===== src/rtl/breath_pkg.sv =====
// Shared types and timing helpers for the breathing LED sequencer.
package breath_pkg;

  typedef enum logic [1:0] {SPD_2S, SPD_1S, SPD_500MS, SPD_250MS} speed_e;

  typedef enum logic {RISE, FALL} breath_state_e;

  localparam int unsigned PERIOD_MS [4] = '{2000, 1000, 500, 250};

  // Clocks per brightness step: half a breath split over MAX_BRIGHT steps.
  function automatic int unsigned step_clk(input logic [1:0] mode,
                                           input int unsigned clk_freq,
                                           input int unsigned max_bright);
    longint unsigned v;
    v = 64'(PERIOD_MS[mode]) * 64'(clk_freq / 1000) / 64'(2 * max_bright);
    return 32'(v);
  endfunction

endpackage


===== src/rtl/breath_sequencer_if.sv =====
// Button inputs and ramp/colour/speed outputs of the breathing sequencer.
interface breath_sequencer_if;
  logic [1:0] btn;
  logic [1:0] speed_mode;
  logic [3:0] led_mode;
  logic [7:0] brightness;
  logic [2:0] color_idx;
  logic       cycle_done;

  modport master (
    input  btn,
    output speed_mode, led_mode, brightness, color_idx, cycle_done
  );

  modport slave (
    output btn,
    input  speed_mode, led_mode, brightness, color_idx, cycle_done
  );
endinterface


===== src/rtl/btn_debounce.sv =====
// Two-flop synchroniser, ms-sampled debounce and a one-clk pulse on a 0->1 stable change.
module btn_debounce #(
  parameter int unsigned DEBOUNCE_MS = 20
) (
  input  logic clk,
  input  logic rst,
  input  logic ms_tick,
  input  logic btn,
  output logic press
);

  localparam int unsigned CNT_W = (DEBOUNCE_MS > 1) ? $clog2(DEBOUNCE_MS) : 1;

  logic [1:0]       sync_q;
  logic             stable_q;
  logic [CNT_W-1:0] run_q;
  logic             press_q;

  always_ff @(posedge clk or posedge rst) begin
    if (rst) begin
      sync_q   <= '0;
      stable_q <= 1'b0;
      run_q    <= '0;
      press_q  <= 1'b0;
    end else begin
      sync_q  <= {sync_q[0], btn};
      press_q <= 1'b0;
      if (ms_tick) begin
        if (sync_q[1] != stable_q) begin
          // The DEBOUNCE_MS-th consecutive differing sample commits the new level.
          if (run_q == CNT_W'(DEBOUNCE_MS - 1)) begin
            stable_q <= sync_q[1];
            run_q    <= '0;
            press_q  <= sync_q[1];
          end else begin
            run_q <= run_q + 1'b1;
          end
        end else begin
          run_q <= '0;
        end
      end
    end
  end

  assign press = press_q;

endmodule


===== src/rtl/breath_sequencer.sv =====
// Speed selection, triangular brightness ramp and colour stepping for the breathing LED.
module breath_sequencer
  import breath_pkg::*;
#(
  parameter int unsigned CLK_FREQ    = 125_000_000,
  parameter int unsigned DEBOUNCE_MS = 20,
  parameter int unsigned MAX_BRIGHT  = 100,
  parameter int unsigned NUM_COLORS  = 7
) (
  input logic              clk,
  input logic              rst,
  breath_sequencer_if.master bus
);

  localparam int unsigned MS_DIV = CLK_FREQ / 1000;
  localparam int unsigned MS_W   = (MS_DIV > 1) ? $clog2(MS_DIV) : 1;
  localparam int unsigned STEP_0 = step_clk(2'd0, CLK_FREQ, MAX_BRIGHT);
  localparam int unsigned STEP_1 = step_clk(2'd1, CLK_FREQ, MAX_BRIGHT);
  localparam int unsigned STEP_2 = step_clk(2'd2, CLK_FREQ, MAX_BRIGHT);
  localparam int unsigned STEP_3 = step_clk(2'd3, CLK_FREQ, MAX_BRIGHT);
  localparam int unsigned STEP_W = (STEP_0 > 1) ? $clog2(STEP_0) : 1;
  localparam logic [7:0]  MAX_B  = 8'(MAX_BRIGHT);
  localparam logic [2:0]  LAST_C = 3'(NUM_COLORS - 1);

  if (STEP_3 < 1) begin : g_step_bad
    $error("breath_sequencer: step interval below one clock");
  end

  logic [MS_W-1:0]   ms_cnt_q;
  logic              ms_tick;
  logic              up_press, down_press;
  speed_e            speed_q, speed_d;
  logic              speed_chg;
  logic [STEP_W-1:0] step_cnt_q, step_last;
  logic              step_tick;
  breath_state_e     state_q;
  logic [7:0]        bright_q;
  logic [2:0]        color_q;
  logic              cycle_done_q;

  assign ms_tick = (ms_cnt_q == MS_W'(MS_DIV - 1));

  always_ff @(posedge clk or posedge rst) begin
    if (rst) ms_cnt_q <= '0;
    else     ms_cnt_q <= ms_tick ? '0 : ms_cnt_q + 1'b1;
  end

  btn_debounce #(.DEBOUNCE_MS(DEBOUNCE_MS)) u_db_up (
    .clk     (clk),
    .rst     (rst),
    .ms_tick (ms_tick),
    .btn     (bus.btn[0]),
    .press   (up_press)
  );

  btn_debounce #(.DEBOUNCE_MS(DEBOUNCE_MS)) u_db_down (
    .clk     (clk),
    .rst     (rst),
    .ms_tick (ms_tick),
    .btn     (bus.btn[1]),
    .press   (down_press)
  );

  always_comb begin
    speed_d = speed_q;
    if (up_press && !down_press && speed_q != SPD_250MS) begin
      speed_d = speed_e'(speed_q + 2'd1);
    end else if (down_press && !up_press && speed_q != SPD_2S) begin
      speed_d = speed_e'(speed_q - 2'd1);
    end
  end

  assign speed_chg = (speed_d != speed_q);

  always_ff @(posedge clk or posedge rst) begin
    if (rst) speed_q <= SPD_2S;
    else     speed_q <= speed_d;
  end

  always_comb begin
    unique case (speed_q)
      SPD_2S:    step_last = STEP_W'(STEP_0 - 1);
      SPD_1S:    step_last = STEP_W'(STEP_1 - 1);
      SPD_500MS: step_last = STEP_W'(STEP_2 - 1);
      SPD_250MS: step_last = STEP_W'(STEP_3 - 1);
    endcase
  end

  assign step_tick = (step_cnt_q == step_last);

  // A speed change restarts the interval so a faster mode never overruns its limit.
  always_ff @(posedge clk or posedge rst) begin
    if (rst)                         step_cnt_q <= '0;
    else if (speed_chg || step_tick) step_cnt_q <= '0;
    else                             step_cnt_q <= step_cnt_q + 1'b1;
  end

  always_ff @(posedge clk or posedge rst) begin
    if (rst) begin
      state_q      <= RISE;
      bright_q     <= '0;
      color_q      <= '0;
      cycle_done_q <= 1'b0;
    end else begin
      cycle_done_q <= 1'b0;
      if (step_tick) begin
        unique case (state_q)
          RISE: begin
            bright_q <= bright_q + 8'd1;
            if (bright_q + 8'd1 == MAX_B) state_q <= FALL;
          end
          FALL: begin
            bright_q <= bright_q - 8'd1;
            if (bright_q == 8'd1) begin
              state_q      <= RISE;
              color_q      <= (color_q == LAST_C) ? 3'd0 : color_q + 3'd1;
              cycle_done_q <= 1'b1;
            end
          end
        endcase
      end
    end
  end

  assign bus.speed_mode = speed_q;
  assign bus.led_mode   = 4'b0001 << speed_q;
  assign bus.brightness = bright_q;
  assign bus.color_idx  = color_q;
  assign bus.cycle_done = cycle_done_q;

endmodule


===== src/flat_wrapper.sv =====
// flat-port wrapper written by rule: the top's interface ports become plain ports
module breath_sequencer_flat import breath_pkg::*;
#(
  parameter int unsigned CLK_FREQ    = 125_000_000,
  parameter int unsigned DEBOUNCE_MS = 20,
  parameter int unsigned MAX_BRIGHT  = 100,
  parameter int unsigned NUM_COLORS  = 7
)
  (clk, rst, bus_btn, bus_speed_mode, bus_led_mode, bus_brightness, bus_color_idx, bus_cycle_done);
  breath_sequencer_if bus_i ();
  input logic clk;
  input logic rst;
  input wire logic [$bits(bus_i.btn)-1:0] bus_btn;
  output wire logic [$bits(bus_i.speed_mode)-1:0] bus_speed_mode;
  output wire logic [$bits(bus_i.led_mode)-1:0] bus_led_mode;
  output wire logic [$bits(bus_i.brightness)-1:0] bus_brightness;
  output wire logic [$bits(bus_i.color_idx)-1:0] bus_color_idx;
  output wire logic [$bits(bus_i.cycle_done)-1:0] bus_cycle_done;
  assign bus_i.btn = bus_btn;
  assign bus_speed_mode = bus_i.speed_mode;
  assign bus_led_mode = bus_i.led_mode;
  assign bus_brightness = bus_i.brightness;
  assign bus_color_idx = bus_i.color_idx;
  assign bus_cycle_done = bus_i.cycle_done;
  breath_sequencer #(.CLK_FREQ(CLK_FREQ), .DEBOUNCE_MS(DEBOUNCE_MS), .MAX_BRIGHT(MAX_BRIGHT), .NUM_COLORS(NUM_COLORS)) u_core (.clk(clk), .rst(rst), .bus(bus_i));
endmodule

===== config.mk =====
export PLATFORM = sky130hd
export DESIGN_NAME = breath_sequencer_flat
export DESIGN_NICKNAME = d
export VERILOG_FILES = /design/src/rtl/breath_pkg.sv /design/src/rtl/breath_sequencer_if.sv /design/src/rtl/btn_debounce.sv /design/src/rtl/breath_sequencer.sv /design/src/flat_wrapper.sv
export SDC_FILE = /design/constraint.sdc
export NUM_CORES = 1
export LEC_CHECK = 0
export BUFFER_PORTS_ARGS = -buffer_cell sky130_fd_sc_hd__buf_2
export CELL_PAD_IN_SITES_DETAIL_PLACEMENT = 1
export CELL_PAD_IN_SITES_GLOBAL_PLACEMENT = 2
export CORE_AREA = 2 2 97 99
export DETAILED_ROUTE_END_ITERATION = 16
export DIE_AREA = 0 0 99 101
export PLACE_DENSITY = 0.93
export SYNTH_ARGS = -nofsm -noshare
export SYNTH_HDL_FRONTEND = slang
export SYNTH_SLANG_ARGS = --single-unit

===== constraint.sdc =====
create_clock -name clk -period 5.8 [get_ports clk]
set_input_delay 0.87 -clock clk [delete_from_list [all_inputs] [get_ports clk]]
set_output_delay 0.87 -clock clk [all_outputs]
set_load 0.01 [all_outputs]

Word-level counts from Yosys, hierarchy flattened
Cells that the tools add are included.
{"block": "totals", "regBits": 71, "wordCells": 75}
{"block": "classes", "add_sub_neg": 9, "eq_ne": 14, "shifts": 1, "n_mux": 23, "n_bitwise": 1, "n_reduce_logical": 12}
{"op": "21-bit case mux with 4 select lines", "count": 1}
{"op": "21-bit by 1-bit adder with 21-bit output, second input constant", "count": 1}
{"op": "21-bit == test", "count": 1}
{"op": "21-bit 2-to-1 mux", "count": 1}
{"op": "5-bit 2-to-1 mux", "count": 4}
{"op": "17-bit by 1-bit adder with 17-bit output, second input constant", "count": 1}
{"op": "17-bit == test, second input constant", "count": 1}
{"op": "17-bit 2-to-1 mux", "count": 1}
{"op": "8-bit case mux with 2 select lines", "count": 1}
{"op": "1-bit 2-to-1 mux", "count": 11}
{"op": "5-bit by 1-bit adder with 5-bit output, second input constant", "count": 2}
{"op": "5-bit == test, second input constant", "count": 2}
{"op": "3-bit AND reduction", "count": 3}
{"op": "8-bit by 1-bit adder with 8-bit output, second input constant", "count": 1}
{"op": "8-bit by 1-bit == test with 1-bit output, second input constant", "count": 1}
{"op": "8-bit by 7-bit == test with 1-bit output, second input constant", "count": 1}
{"op": "8-bit by 1-bit subtractor with 8-bit output, second input constant", "count": 1}
{"op": "2-bit == test, second input constant", "count": 2}
{"op": "1-bit logical AND", "count": 4}
{"op": "2-bit 2-to-1 mux", "count": 2}
{"op": "1-bit by 2-bit << shifter with 4-bit output, first input constant", "count": 1}
{"op": "3-bit by 1-bit adder with 3-bit output, second input constant", "count": 1}
{"op": "3-bit == test, second input constant", "count": 1}
{"op": "3-bit 2-to-1 mux", "count": 1}
{"op": "12 further kinds", "count": 14}

Depth between registers and ports, before layout
Gate-level depths: netlist (run 1).
{"block": "depth", "word_depth": 8, "depth_mapped": 8, "depth_no_buf": 7}

By module
From an unflattened synthesis (run 1), not the netlist that was laid out.
{"block": "hier_totals", "cells_unflattened": 373, "hier_area_um2": 3844.9}
{"module": "breath_sequencer", "n_inst": 1, "cells_per_inst": 303, "area_each_um2": 3001.6, "seq_area_each_um2": 1326.3}
{"module": "btn_debounce", "n_inst": 2, "cells_per_inst": 35, "area_each_um2": 421.7, "seq_area_each_um2": 225.2}

Worst setup path before layout (run 1)
Ideal clock, no wire load.
{"block": "synth_path", "path_type": "reg-to-reg", "startpoint": "register u_core.speed_q[0], in the netlist u_core.bus.speed_mode[0]", "endpoint": "register u_core.color_q[2], in the netlist u_core.bus.color_idx[2]", "arrival_ps": 2361, "required_time_ps": 5672, "path_slack_ps": 3311, "path_stages_with_launch": 8, "n_path_buf": 0, "path_cell_list": "dfrtp_1 -> inv_1 -> ha_1 -> nand2_1 -> a2111o_1 -> a2111oi_4 -> nand4_1 -> mux2_1"}
{"block": "synth_between", "elab_chain_len": 4}
{"element": "start, declared", "line": "breath_sequencer.sv:32", "text": "speed_e speed_q, speed_d;"}
{"element": "start signal, assigned", "line": "breath_sequencer.sv:77", "text": "else speed_q <= speed_d;"}
{"element": "2-bit == test, or another cell as far along", "line": "breath_sequencer.sv:81", "text": "unique case (speed_q)"}
{"element": "21-bit case mux with 4 select lines (*)", "line": "breath_sequencer.sv:81"}
{"element": "21-bit == test (*)", "line": "breath_sequencer.sv:89", "text": "assign step_tick = (step_cnt_q == step_last);"}
{"element": "3-bit AND reduction (no source line) (*)"}
{"element": "end signal, assigned", "line": "breath_sequencer.sv:116", "text": "color_q <= (color_q == LAST_C) ? 3'd0 : color_q + 3'd1;"}
{"element": "end, declared", "line": "breath_sequencer.sv:38", "text": "logic [2:0] color_q;"}
Mark *: on every way between the ends. The rest lies on a longest branch, timed or not. The select of a mux whose other input is x is not followed.
A chain may end at the register's enable or synchronous reset.

Worst setup path in the final report (run 1)
{"block": "layout_path", "startpoint": "register u_core.speed_q[1], in the netlist u_core.bus.speed_mode[1]", "endpoint": "register u_core.color_q[2], in the netlist u_core.bus.color_idx[2]"}
The elaborated chain is that of the path after synthesis.

==> Flow_metrics.wiki, run 1 <==
{| class="wikitable"
! Metric !! Value
|-
| Total Routed Length || 8.55 mm
|-
| Yosys Warn Count || 0
|-
| Fin crit share || 46.8%
|-
| Power per standard cell area || 216 nW/um2
|-
| Arrival time reported for the critical path endpoint || 2.96 ns
|-
| Global-route wire length before repair || 14.1 mm
|-
| Count of vias placed by the detailed router || 2839
|-
| Mapped Cells || 373
|-
| Sequential element share of the synthesized area || 46.9%
|-
| Run status || finished clean
|-
| Max-slew violations || 0
|-
| Iteration count of the initial detailed-routing pass || 4
|-
| Clock tree from TritonCTS || done
|-
| Post-cts repair resize count || 0
|-
| Number of enable-type register cells in the synthesized netlist || 0
|-
| Layout net count || 417
|-
| HPWL reported at the end of detailed placement || 6.09 mm
|-
| Area fraction of the dominant cell type after synthesis || 46.9%
|-
| WL per Instance || 16.6 um
|-
| Final setup violation count || 0
|-
| Max IR drop VDD || 0.153 mV
|-
| Internal reg-to-reg setup slack || 3.08 ns
|-
| Setup tns final || 0 ns
|-
| Required @ worst endpoint || 6.04 ns
|-
| Unrepaired setup endpoints after global routing || false
|-
| Count of placed standard cells including taps || 499
|-
| Length in cells of the worst reg-to-reg path || 7
|-
| Worst Hold Path EP || u_core.u_db_up.sync_q[1]
|-
| Antenna diode instance count || 0
|-
| Total die area || 10000 um2
|-
| Async SR Flop Fraction || 100%
|-
| Clock tree root buffer cell || sky130_fd_sc_hd__clkbuf_8
|-
| Critical Path Source Type || flop
|-
| Crit path capture type || flop
|-
| Number of antenna violations at the first check in global routing || 0
|-
| Largest clock skew in the final design || 0.0131 ns
|-
| Leakage component of the power || 1.93 nW
|-
| Weighted congestion at the end of routability-driven global placement || 0.881
|-
| Post-Syn Area per Cell || 10.2 um2
|-
| CP Class || flop to flop
|-
| Peak Freq || 368 MHz
|-
| Final critical delay including setup and external delays || 2.72 ns
|-
| Hold Path Class || flop to flop
|-
| Synthesis-to-finish area growth || 11.2%
|-
| Worst slew slack as a fraction of its limit || 39.3%
|-
| Standard-cell rows || 35
|-
| Worst r2r src || u_core.bus.speed_mode[1]
|-
| Count of cell types in the netlist || 57
|-
| Number of DRC violations after detailed routing || 0
|-
| PortBufs || 21
|-
| Detail-routed via count per cell || 5.51
|-
| Most used flip-flop cell after synthesis || sky130_fd_sc_hd__dfrtp_1
|-
| Dominant cell type by area after synthesis || sky130_fd_sc_hd__dfrtp_1
|-
| Grt total ovfl || 0
|-
| Non-filler instance count after layout || 515
|-
| Antenna violation net count after detailed routing || 0
|-
| Dominant cells by area after synthesis || sky130_fd_sc_hd__dfrtp_1 47%, sky130_fd_sc_hd__xor2_1 6.2%, sky130_fd_sc_hd__xnor2_1 5.3%
|-
| Die outline width || 99 um
|-
| Number of stages on the worst hold path || 0
|-
| Critical hold path startpoint || u_core.u_db_up.sync_q[0]
|-
| Initial Utilization || 42.2%
|-
| Sink Count || 71
|-
| Slew at the pin closest to its max-slew limit || 0.902 ns
|-
| Syn_nets || 391
|-
| Fraction of layout instances using a drive strength above 1 || 14.4%
|-
| Final Hold Vio Count || 0
|-
| Number of buffers added to fix hold violations after cts || 0
|-
| PnR worst setup slack || 3.08 ns
|-
| Worst slack after detailed placement || 3.08 ns
|-
| FF+latch count, synth || 71
|-
| Chip height || 101 um
|-
| Pin count of the biggest net entering global routing || 72
|-
| Max Cap Violations || 0
|-
| Post-synthesis cell area || 3790 um2
|-
| Cts bufs inserted || 9
|-
| Insertion delay of the later-clocked pin in the worst-skew pair || 0.35 ns
|-
| Number of setup buffers added after CTS || 0
|-
| Largest buffer count on any clock path || 2
|-
| Reg-to-reg critical path endpoint || u_core.bus.color_idx[2]
|-
| Critical path fanouts, max || 10
|-
| H-tree Lvls || 3
|-
| Number of I/O pins || 22
|-
| Global router's overall resource usage || 18.0%
|-
| Starting DRT DRC Count || 76
|-
| Area of the core region || 8980 um2
|-
| Number of global-route vias before repair || 2834
|-
| Clock-pin slew on the worst setup and hold paths || 0.08 ns
|}
-- through the flow --
stage	power [mW]	instance area (um2)	hold WS [ns]	util [%]
finish	0.911	4210	0.353	46.9
global route	0.946	4210	0.373	46.9
CTS	0.925	4210	0.356	46.9
detailed placement	0.521	4010	0.337	44.7
global placement	0.520	4010	0.334	44.7
floorplan	0.516	3790	0.331	-
-- layout make-up --
cell class              instances  area [um2]
clock inverters                 5        57.6
well taps                     111         139
repair buffers                 24         128
flip-flops and latches         71        1780
multi-input cells             286        1940
inverters                       7        26.3
clock buffers                  11         141
fillers                      1031        4770
-- registers in the layout, summed over array words and instances (netlist names), 2 cells and up --
name / flops
u_core.u_db_up.sync_q: 2
u_core.step_cnt_q: 21
u_core.u_db_up.run_q: 5
u_core.bus.brightness: 8
u_core.bus.speed_mode: 2
u_core.bus.color_idx: 3
u_core.ms_cnt_q: 17
u_core.u_db_down.sync_q: 2
u_core.u_db_down.run_q: 5
-- kinds of logic after synthesis --
| kind of cell | after synthesis | synth area share (%) |
|---|---|---|
| AND/OR/NAND/NOR | 174 | 25.4 |
| adder cells (fa/ha/maj) | 14 | 4.63 |
| buffers and inverters | 16 | 1.75 |
| multiplexers | 6 | 1.69 |
| AO/OA/AOI/OAI | 42 | 8.06 |
| XOR/XNOR | 50 | 11.6 |
| flip-flops | 71 | 46.9 |
-- cells in the final DEF (no fill, tap or decap), drive strengths merged, types with 7 or more instances in the layout --
cell and instances:
and3 10, buf 24, clkbuf 11, dfrtp 71, ha 14, inv 7, nand2 31, nand3 25
nand4 9, nor2 41, nor3 10, o21ai 15, xnor2 23, xor2 27
-- power by group --
group | leakage, nW | switching (mW) | internal, mW
logic | 0.873 | 0.0111 | 0.00223
clock network | 0.103 | 0.190 | 0.211
registers | 0.954 | 0.000761 | 0.496
-- routing by layer --
metal | track usage (%) | share of wire (%) | vias up | wire length, um
li1 | - | - | 1369 | -
met1 | 24.0 | 47 | 1417 | 3980
met2 | 29.4 | 49 | 41 | 4200
met3 | 2.91 | 2.7 | 12 | 228
met4 | 7.17 | 1.7 | 0 | 145
met5 | 0 | 0 | - | 0
-- worst max-delay path by stage --
stage	startpoint	to	depth (start not counted)
after floorplan	rst	u_core.bus.brightness[0]	1
after global placement	u_core.bus.speed_mode[0]	u_core.bus.color_idx[2]	6
after detailed placement	u_core.bus.speed_mode[1]	u_core.bus.color_idx[2]	7
after CTS	u_core.bus.speed_mode[1]	u_core.bus.color_idx[2]	7
after global routing	u_core.bus.speed_mode[1]	u_core.bus.color_idx[2]	7
final	u_core.bus.speed_mode[1]	u_core.bus.color_idx[2]	7
-- cells in the mapped netlist, types with 2 or more instances --
cell type and number:
sky130_fd_sc_hd__inv_1 7, sky130_fd_sc_hd__o2111ai_1 2, sky130_fd_sc_hd__or2_2 3, sky130_fd_sc_hd__ha_1 14
sky130_fd_sc_hd__nor2b_1 5, sky130_fd_sc_hd__and4_1 2, sky130_fd_sc_hd__and4b_1 2, sky130_fd_sc_hd__nor3b_1 2
sky130_fd_sc_hd__and3_1 9, sky130_fd_sc_hd__a21oi_1 6, sky130_fd_sc_hd__o211ai_1 2, sky130_fd_sc_hd__and2_1 6
sky130_fd_sc_hd__nand4_1 9, sky130_fd_sc_hd__or3_1 3, sky130_fd_sc_hd__nand3b_1 3, sky130_fd_sc_hd__nor3_1 10
sky130_fd_sc_hd__nand2_1 31, sky130_fd_sc_hd__o31ai_1 2, sky130_fd_sc_hd__clkbuf_1 4, sky130_fd_sc_hd__nand3_1 24
sky130_fd_sc_hd__o2bb2ai_1 3, sky130_fd_sc_hd__nor2_1 41, sky130_fd_sc_hd__buf_2 5, sky130_fd_sc_hd__mux2i_1 3
sky130_fd_sc_hd__nand2b_1 3, sky130_fd_sc_hd__dfrtp_1 71, sky130_fd_sc_hd__mux2_2 2, sky130_fd_sc_hd__xor2_1 27
sky130_fd_sc_hd__or3b_2 3, sky130_fd_sc_hd__a2111o_1 2, sky130_fd_sc_hd__nor4bb_1 3, sky130_fd_sc_hd__nor4_1 3
sky130_fd_sc_hd__o21ai_0 15, sky130_fd_sc_hd__xnor2_1 23
-- critical path, stage by stage, from the launching register on --
cell and delay (ns):
sky130_fd_sc_hd__dfrtp_1 0.45, sky130_fd_sc_hd__inv_1 0.20, sky130_fd_sc_hd__ha_1 0.30, sky130_fd_sc_hd__nand2_1 0.08, sky130_fd_sc_hd__a2111o_1 0.46, sky130_fd_sc_hd__a2111oi_4 0.60, sky130_fd_sc_hd__nand4_1 0.18, sky130_fd_sc_hd__mux2_1 0.34
Note: power is estimated with default switching activity, not from simulation.
==> run 2: changes to the inputs <==
--- a/config.mk
+++ b/config.mk
@@ -5,13 +5,14 @@
 export SDC_FILE = /design/constraint.sdc
 export NUM_CORES = 1
 export LEC_CHECK = 0
+export ABC_AREA = 1
 export BUFFER_PORTS_ARGS = -buffer_cell sky130_fd_sc_hd__buf_2
 export CELL_PAD_IN_SITES_DETAIL_PLACEMENT = 1
 export CELL_PAD_IN_SITES_GLOBAL_PLACEMENT = 2
-export CORE_AREA = 2 2 97 99
+export CORE_AREA = 2 2 117 119
 export DETAILED_ROUTE_END_ITERATION = 16
-export DIE_AREA = 0 0 99 101
-export PLACE_DENSITY = 0.93
+export DIE_AREA = 0 0 119 121
+export PLACE_DENSITY = 0.89
 export SYNTH_ARGS = -nofsm -noshare
 export SYNTH_HDL_FRONTEND = slang
 export SYNTH_SLANG_ARGS = --single-unit
==> constraint.sdc (replaced) <==
create_clock -name clk -period 2.77 [get_ports clk]
set_input_delay 0.4155 -clock clk [delete_from_list [all_inputs] [get_ports clk]]
set_output_delay 0.4155 -clock clk [all_outputs]
set_load 0.01 [all_outputs]
==> Flow_metrics.wiki, run 2 <==
{| class="wikitable"
! Metric !! Value
|-
| PnR worst setup slack || 0.350 ns (-2.73 ns)
|-
| Antenna violation net count after detailed routing || 0 (unchanged)
|-
| Crit path capture type || flop
|-
| Initial Utilization || 35.7% (-6.5 points)
|-
| Weighted congestion at the end of routability-driven global placement || 0.860 (-2.4%)
|-
| Register name with the most flops || u_core.step_cnt_q
|-
| Most frequent cells after synthesis || 190 x sky130_fd_sc_hd__nand2_1, 101 x sky130_fd_sc_hd__nor2_1, 91 x sky130_fd_sc_hd__inv_1, 71 x sky130_fd_sc_hd__dfrtp_1, 35 x sky130_fd_sc_hd__nand3_1
|-
| Total Routed Length || 13.5 mm (+57%)
|-
| Final critical delay including setup and external delays || 2.42 ns (-0.296 ns)
|-
| Fin crit share || 87.4% (+41 points)
|-
| Number of buffers added to fix hold violations after cts || 0 (unchanged)
|-
| Async SR Flop Fraction || 100% (unchanged)
|-
| Number of antenna violations at the first check in global routing || 0 (unchanged)
|-
| Sequential element share of the synthesized area || 38.0% (-8.9 points)
|-
| Number of DRC violations after detailed routing || 0 (unchanged)
|-
| CP Class || flop to flop
|-
| Number of setup buffers added after CTS || 0 (unchanged)
|-
| Insertion delay of the later-clocked pin in the worst-skew pair || 0.35 ns (about the same)
|-
| Die outline width || 119 um (+20%)
|-
| Post-cts repair resize count || 0 (unchanged)
|-
| Peak Freq || 413 MHz (+12%)
|-
| HPWL reported at the end of detailed placement || 9.99 mm (+64%)
|-
| FF/Latch Area || 1780 um2 (unchanged)
|-
| Multiplexer fraction of the synthesized cell area || 0% (-1.7 points)
|-
| Non-filler instance count after layout || 870 (+69%)
|-
| Leakage component of the power || 2.64 nW (+37%)
|-
| Cell with the most instances after synthesis || sky130_fd_sc_hd__nand2_1
|-
| Syn_nets || 687 (+76%)
|-
| Fraction of layout instances using a drive strength above 1 || 10.2% (-4.1 points)
|-
| Run status || finished clean
|-
| Max Cap Violations || 0 (unchanged)
|-
| Mapped Cells || 669 (+79%)
|-
| Standard-cell rows || 42 (+20%)
|-
| Chip height || 121 um (+20%)
|-
| Adder and majority gate portion of the synthesized area || 3.75% (-0.88 points)
|-
| Number of global-route vias before repair || 4694 (+66%)
|-
| Slew at the pin closest to its max-slew limit || 0.522 ns (-0.380 ns)
|-
| Clock-pin slew on the worst setup and hold paths || 0.06 ns (-0.02 ns)
|-
| H-tree Lvls || 3 (unchanged)
|-
| Final design instance area without fill || 5270 um2 (+25%)
|-
| Flip-flop count of the largest register after layout || 21 (unchanged)
|-
| Combined area of the multi-input logic cells || 2440 um2 (+25%)
|-
| Number of I/O pins || 22 (unchanged)
|-
| Fraction of the mapped netlist area in simple logic gates || 36.7% (+11 points)
|-
| Final Hold Vio Count || 0 (unchanged)
|-
| Required @ worst endpoint || 3.02 ns (-3.02 ns)
|-
| Grt total ovfl || 0 (unchanged)
|-
| Compound-cell area share of the yosys netlist || 6.83% (-1.2 points)
|-
| Highest-count cells in the layout ignoring fill and taps || 190 x sky130_fd_sc_hd__nand2_1, 101 x sky130_fd_sc_hd__nor2_1, 90 x sky130_fd_sc_hd__inv_1
|-
| Global-route wire length before repair || 23.0 mm (+63%)
|-
| Starting DRT DRC Count || 184 (+140%)
|-
| Sink Count || 71 (unchanged)
|-
| Count of cell types in the netlist || 37 (-35%)
|-
| Area fraction of the dominant cell type after synthesis || 38.0% (-8.9 points)
|-
| Power per standard cell area || 454 nW/um2 (+110%)
|-
| Clock tree root buffer cell || sky130_fd_sc_hd__clkbuf_16
|-
| Unrepaired setup endpoints after global routing || false
|-
| Area of the core region || 13100 um2 (+46%)
|-
| Global router's overall resource usage || 20.1% (+2.2 points)
|-
| Most used flip-flop cell after synthesis || sky130_fd_sc_hd__dfrtp_1
|-
| Cts bufs inserted || 9 (unchanged)
|-
| Largest clock skew in the final design || 0.00516 ns (-0.00791 ns)
|-
| Worst slew slack as a fraction of its limit || 65.2% (+26 points)
|-
| Synthesis-to-finish area growth || 12.7%
|-
| Number of enable-type register cells in the synthesized netlist || 0 (unchanged)
|-
| Yosys Warn Count || 0 (unchanged)
|-
| Post-Syn Area per Cell || 6.98 um2 (-31%)
|-
| Power Total || 2.39 mW (+160%)
|-
| Iteration count of the initial detailed-routing pass || 4 (unchanged)
|-
| Max IR drop VDD || 0.318 mV (+110%)
|-
| XOR/XNOR Fraction of Synth Area || 4.88% (-6.7 points)
|-
| Clock tree from TritonCTS || done
|-
| PortBufs || 21 (unchanged)
|-
| Arrival time reported for the critical path endpoint || 2.67 ns (-0.29 ns)
|-
| Largest family of logic cells by synthesized area || simple AND/OR/NAND/NOR gates
|-
| Largest buffer count on any clock path || 2 (unchanged)
|-
| Total die area || 14400 um2 (+44%)
|-
| Dominant cell type by area after synthesis || sky130_fd_sc_hd__dfrtp_1
|-
| Critical Path Source Type || flop
|-
| Max-slew violations || 0 (unchanged)
|-
| Hold Path Class || primary input to asynchronous set/reset pin
|-
| Worst slack after detailed placement || 0.323 ns (-2.75 ns)
|-
| Final setup violation count || 0 (unchanged)
|-
| Pin count of the biggest net entering global routing || 72 (unchanged)
|-
| Dominant cells by area after synthesis || sky130_fd_sc_hd__dfrtp_1 38%, sky130_fd_sc_hd__nand2_1 15%, sky130_fd_sc_hd__nor2_1 8.1%
|-
| Antenna diode instance count || 0 (unchanged)
|-
| DP Area || 4930 um2 (+23%)
|-
| Detail-routed via count per cell || 5.00 (-9.3%)
|-
| Count of placed standard cells including taps || 854 (+71%)
|-
| Post-synthesis cell area || 4670 um2 (+23%)
|-
| FF+latch count, synth || 71 (unchanged)
|-
| WL per Instance || 15.5 um (-6.8%)
|-
| Worst slack on hold paths || 0.129 ns (-0.224 ns)
|-
| Count of vias placed by the detailed router || 4350 (+53%)
|-
| Fillers || 1660 (+61%)
|-
| Setup tns final || 0 ns (unchanged)
|-
| Layout net count || 707 (+70%)
|-
| Critical path fanouts, max || 21 (+11)
|-
| Most frequent standard cell in the layout excluding fill and tap cells || sky130_fd_sc_hd__nand2_1
|-
| Share of the core filled with cells || 40.2% (-6.7 points)
|}
[run 2: cell count changes in the layout (fill, tap and decap cells not counted), sizes merged, moves of 5 or more]
cell / before / now
and3: 10 / 0
xnor2: 23 / 5
nand2: 31 / 193
nor3: 10 / 19
nor2: 41 / 108
and2: 6 / 0
nand4: 9 / 23
a21oi: 6 / 12
nand3: 25 / 37
xor2: 27 / 21
nor2b: 5 / 0
o21ai: 15 / 33
inv: 7 / 101
[run 2: logic make-up after synthesis]
| family | Yosys count |
|---|---|
| flops | 71 |
| simple gates | 387 |
| fa+ha+maj | 14 |
| compound gates | 58 |
| buf+inv | 113 |
| xor+xnor | 26 |
[run 2: final timing paths]
kind                                           from  slack (ns)                        to  cells after the start
hold reg to reg            u_core.u_db_up.sync_q[0]        0.35  u_core.u_db_up.sync_q[1]                      0
hold / removal                                  rst        0.13  u_core.bus.brightness[6]                      3
max in group asynchronous                       rst        2.31     u_core.step_cnt_q[13]                      3
setup reg to reg           u_core.bus.speed_mode[0]        0.35      u_core.step_cnt_q[2]                     12
min in group clk                         bus_btn[0]        0.17  u_core.u_db_up.sync_q[0]                      1
setup / recovery           u_core.bus.speed_mode[0]        0.35      u_core.step_cnt_q[2]                     12
[run 2: per-layer routing]
layer | GRT usage, % | up-vias | routed length, um
met2 | 36.5 | 36 | 6980
met1 | 23.8 | 2156 | 5950
met4 | 5.65 | 0 | 169
li1 | - | 2146 | -
met5 | 0 | - | 0
met3 | 4.61 | 12 | 352
[run 2: worst max-delay path: stages, from the launching register on]
cell and delay, ns:
sky130_fd_sc_hd__dfrtp_1 0.44, sky130_fd_sc_hd__inv_1 0.21, sky130_fd_sc_hd__ha_1 0.42, sky130_fd_sc_hd__inv_2 0.12
sky130_fd_sc_hd__nand2_1 0.10, sky130_fd_sc_hd__nand2_1 0.11, sky130_fd_sc_hd__nand2_1 0.08, sky130_fd_sc_hd__nand2_1 0.09
sky130_fd_sc_hd__nand2_2 0.11, sky130_fd_sc_hd__nor2_4 0.06, sky130_fd_sc_hd__nand2_4 0.09, sky130_fd_sc_hd__nand3_4 0.26
sky130_fd_sc_hd__nor3_1 0.23
[run 2: where the power goes]
group / switching, mW / total (mW) / internal [mW]
registers: 0.00153 / 1.04 / 1.04
logic: 0.0249 / 0.0310 / 0.00615
clock network: 0.499 / 1.32 / 0.818
total: 0.525 / 2.39 / 1.86
[run 2: area by class of cell]
type / instances / share of cell area (%)
Multi-Input combinational cell: 485 / 46.3
Sequential cell: 71 / 33.7
Inverter: 100 / 7.13
Clock buffer: 10 / 4.54
Tap cell: 176 / 4.18
Timing Repair Buffer: 22 / 2.38
Clock inverter: 6 / 1.73
==> run 3: changes to the inputs <==
--- a/config.mk
+++ b/config.mk
@@ -7,7 +7,7 @@
 export LEC_CHECK = 0
 export ABC_AREA = 1
 export BUFFER_PORTS_ARGS = -buffer_cell sky130_fd_sc_hd__buf_2
-export CELL_PAD_IN_SITES_DETAIL_PLACEMENT = 1
+export CELL_PAD_IN_SITES_DETAIL_PLACEMENT = 2
 export CELL_PAD_IN_SITES_GLOBAL_PLACEMENT = 2
 export CORE_AREA = 2 2 117 119
 export DETAILED_ROUTE_END_ITERATION = 16
==> Flow_metrics.wiki, run 3 (synthesis gave the netlist of run 2 again) <==
{| class="wikitable"
! Metric !! Value
|-
| Run status || finished clean
|-
| Largest clock skew in the final design || 0.0129 ns (+0.00774 ns)
|-
| Total Routed Length || 17.4 mm (+29%)
|-
| Setup tns final || 0 ns (unchanged)
|-
| Critical path fanouts, max || 9 (-57%)
|-
| Number of DRC violations after detailed routing || 0 (unchanged)
|-
| WL per Instance || 20.0 um (+29%)
|-
| Antenna violation net count after detailed routing || 0 (unchanged)
|-
| Number of I/O pins || 22 (unchanged)
|-
| Worst slack after detailed placement || 0.115 ns (-0.208 ns)
|-
| Required @ worst endpoint || 3.01 ns (about the same)
|-
| Clock tree from TritonCTS || done
|-
| Detail-routed via count per cell || 5.30 (+6.1%)
|-
| Fillers || 1495 (-9.9%)
|-
| Number of global-route vias before repair || 5485 (+17%)
|-
| Insertion delay of the later-clocked pin in the worst-skew pair || 0.36 ns (about the same)
|-
| Final setup violation count || 0 (unchanged)
|-
| Peak Freq || 384 MHz (-7.0%)
|-
| Synthesis-to-finish area growth || 12.9%
|-
| Non-filler instance count after layout || 870 (unchanged)
|-
| H-tree Lvls || 3 (unchanged)
|-
| Register name with the most flops || u_core.step_cnt_q
|-
| Antenna diode instance count || 0 (unchanged)
|-
| Final Hold Vio Count || 0 (unchanged)
|-
| Clock-pin slew on the worst setup and hold paths || 0.07 ns (about the same)
|-
| Max Cap Violations || 0 (unchanged)
|-
| Area of the core region || 13100 um2 (unchanged)
|-
| Crit path capture type || flop
|-
| Largest buffer count on any clock path || 2 (unchanged)
|-
| Cts bufs inserted || 9 (unchanged)
|-
| Count of placed standard cells including taps || 854 (unchanged)
|-
| Final design instance area without fill || 5270 um2 (+0.17%)
|-
| Slew at the pin closest to its max-slew limit || 0.599 ns (+0.0769 ns)
|-
| PortBufs || 21 (unchanged)
|-
| Chip height || 121 um (unchanged)
|-
| Iteration count of the initial detailed-routing pass || 4 (unchanged)
|-
| Clock tree root buffer cell || sky130_fd_sc_hd__clkbuf_16
|-
| Final critical delay including setup and external delays || 2.60 ns (+0.183 ns)
|-
| Leakage component of the power || 2.63 nW (-0.27%)
|-
| Number of buffers added to fix hold violations after cts || 0 (unchanged)
|-
| Flip-flop count of the largest register after layout || 21 (unchanged)
|-
| Highest-count cells in the layout ignoring fill and taps || 190 x sky130_fd_sc_hd__nand2_1, 101 x sky130_fd_sc_hd__nor2_1, 90 x sky130_fd_sc_hd__inv_1
|-
| Layout net count || 707 (unchanged)
|-
| PnR worst setup slack || 0.167 ns (-0.183 ns)
|-
| Grt total ovfl || 0 (unchanged)
|-
| Max IR drop VDD || 0.318 mV (about the same)
|-
| Most frequent standard cell in the layout excluding fill and tap cells || sky130_fd_sc_hd__nand2_1
|-
| Power per standard cell area || 450 nW/um2 (-0.77%)
|-
| Pin count of the biggest net entering global routing || 72 (unchanged)
|-
| CP Class || flop to flop
|-
| Sink Count || 71 (unchanged)
|-
| Critical Path Source Type || flop
|-
| Number of antenna violations at the first check in global routing || 0 (unchanged)
|-
| Count of vias placed by the detailed router || 4614 (+6.1%)
|-
| Global-route wire length before repair || 28.7 mm (+25%)
|-
| Fraction of layout instances using a drive strength above 1 || 10.4% (+0.14 points)
|-
| Initial Utilization || 35.7% (unchanged)
|-
| DP Area || 4930 um2 (unchanged)
|-
| Global router's overall resource usage || 25.8% (+5.7 points)
|-
| HPWL reported at the end of detailed placement || 12.7 mm (+27%)
|-
| Max-slew violations || 0 (unchanged)
|-
| Total die area || 14400 um2 (unchanged)
|-
| Combined area of the multi-input logic cells || 2450 um2 (+0.62%)
|-
| Worst slew slack as a fraction of its limit || 59.8% (-5.4 points)
|-
| Hold Path Class || primary input to asynchronous set/reset pin
|-
| Standard-cell rows || 42 (unchanged)
|-
| Arrival time reported for the critical path endpoint || 2.85 ns (+0.18 ns)
|-
| Starting DRT DRC Count || 198 (+7.6%)
|-
| FF/Latch Area || 1780 um2 (unchanged)
|-
| Fin crit share || 94.0% (+6.6 points)
|-
| Weighted congestion at the end of routability-driven global placement || 0.860 (unchanged)
|-
| Die outline width || 119 um (unchanged)
|}
-- run 3: cell types whose count changed in the layout (fill, tap and decap cells not counted), sizes merged --
cell	change
clkbuf	+1
clkinv	-1
clkinvlp	+1
inv	-1
-- run 3: path summary, 6_finish.rpt --
| kind | start | slack, ns | depth (start not counted) | to |
|---|---|---|---|---|
| max reg2reg | u_core.bus.speed_mode[1] | 0.17 | 11 | u_core.bus.color_idx[2] |
| max | u_core.bus.speed_mode[1] | 0.17 | 11 | u_core.bus.color_idx[2] |
| min | rst | 0.16 | 3 | u_core.u_db_down.stable_q |
| min in group clk | bus_btn[0] | 0.17 | 1 | u_core.u_db_up.sync_q[0] |
| min reg2reg | u_core.u_db_down.sync_q[0] | 0.35 | 0 | u_core.u_db_down.sync_q[1] |
| max in group asynchronous | rst | 2.28 | 3 | u_core.step_cnt_q[15] |
-- run 3: critical path, stage by stage, from the launching register on --
cell                      delay (ns)
sky130_fd_sc_hd__dfrtp_1        0.48
sky130_fd_sc_hd__inv_1          0.21
sky130_fd_sc_hd__ha_1           0.53
sky130_fd_sc_hd__nor2_4         0.09
sky130_fd_sc_hd__inv_2          0.09
sky130_fd_sc_hd__nand2_1        0.06
sky130_fd_sc_hd__nand2_1        0.15
sky130_fd_sc_hd__nand2_1        0.11
sky130_fd_sc_hd__nor2_2         0.24
sky130_fd_sc_hd__nand3_1        0.21
sky130_fd_sc_hd__o21ai_0        0.26
sky130_fd_sc_hd__nand2_1        0.07
-- run 3: metal layers --
layer | vias to the layer above | global-route usage [%] | routed length [um]
met5 | - | 0 | 0
li1 | 2144 | - | -
met3 | 38 | 3.90 | 473
met2 | 71 | 49.3 | 9560
met4 | 0 | 12.8 | 531
met1 | 2361 | 27.5 | 6830
-- run 3: through the flow --
step	total power [mW]	hold WS, ns	utilization (%)
floorplan	1.08	0.331	-
global placement	1.09	0.334	37.7
detailed placement	1.09	0.344	37.7
CTS	2.40	0.160	40.2
global route	2.44	0.166	40.3
finish	2.38	0.162	40.3
-- run 3: layout make-up --
class	instances	share of cell area, %
Clock buffer	11	4.60
Clock inverter	5	1.54
Inverter	100	7.12
Multi-Input combinational cell	485	46.5
Sequential cell	71	33.7
Tap cell	176	4.18
Timing Repair Buffer	22	2.37
-- run 3: repair_timing --
item                       CTS  global route
gates resized for setup      0             4
buffers inserted             0             0
setup endpoints to repair    0            30
-- run 3: report_power, final --
part	internal (mW)	total [mW]	leakage (nW)	switching [mW]
registers	1.04	1.04	0.954	0.00148
logic	0.00614	0.0325	1.52	0.0263
clock network	0.814	1.30	0.156	0.487
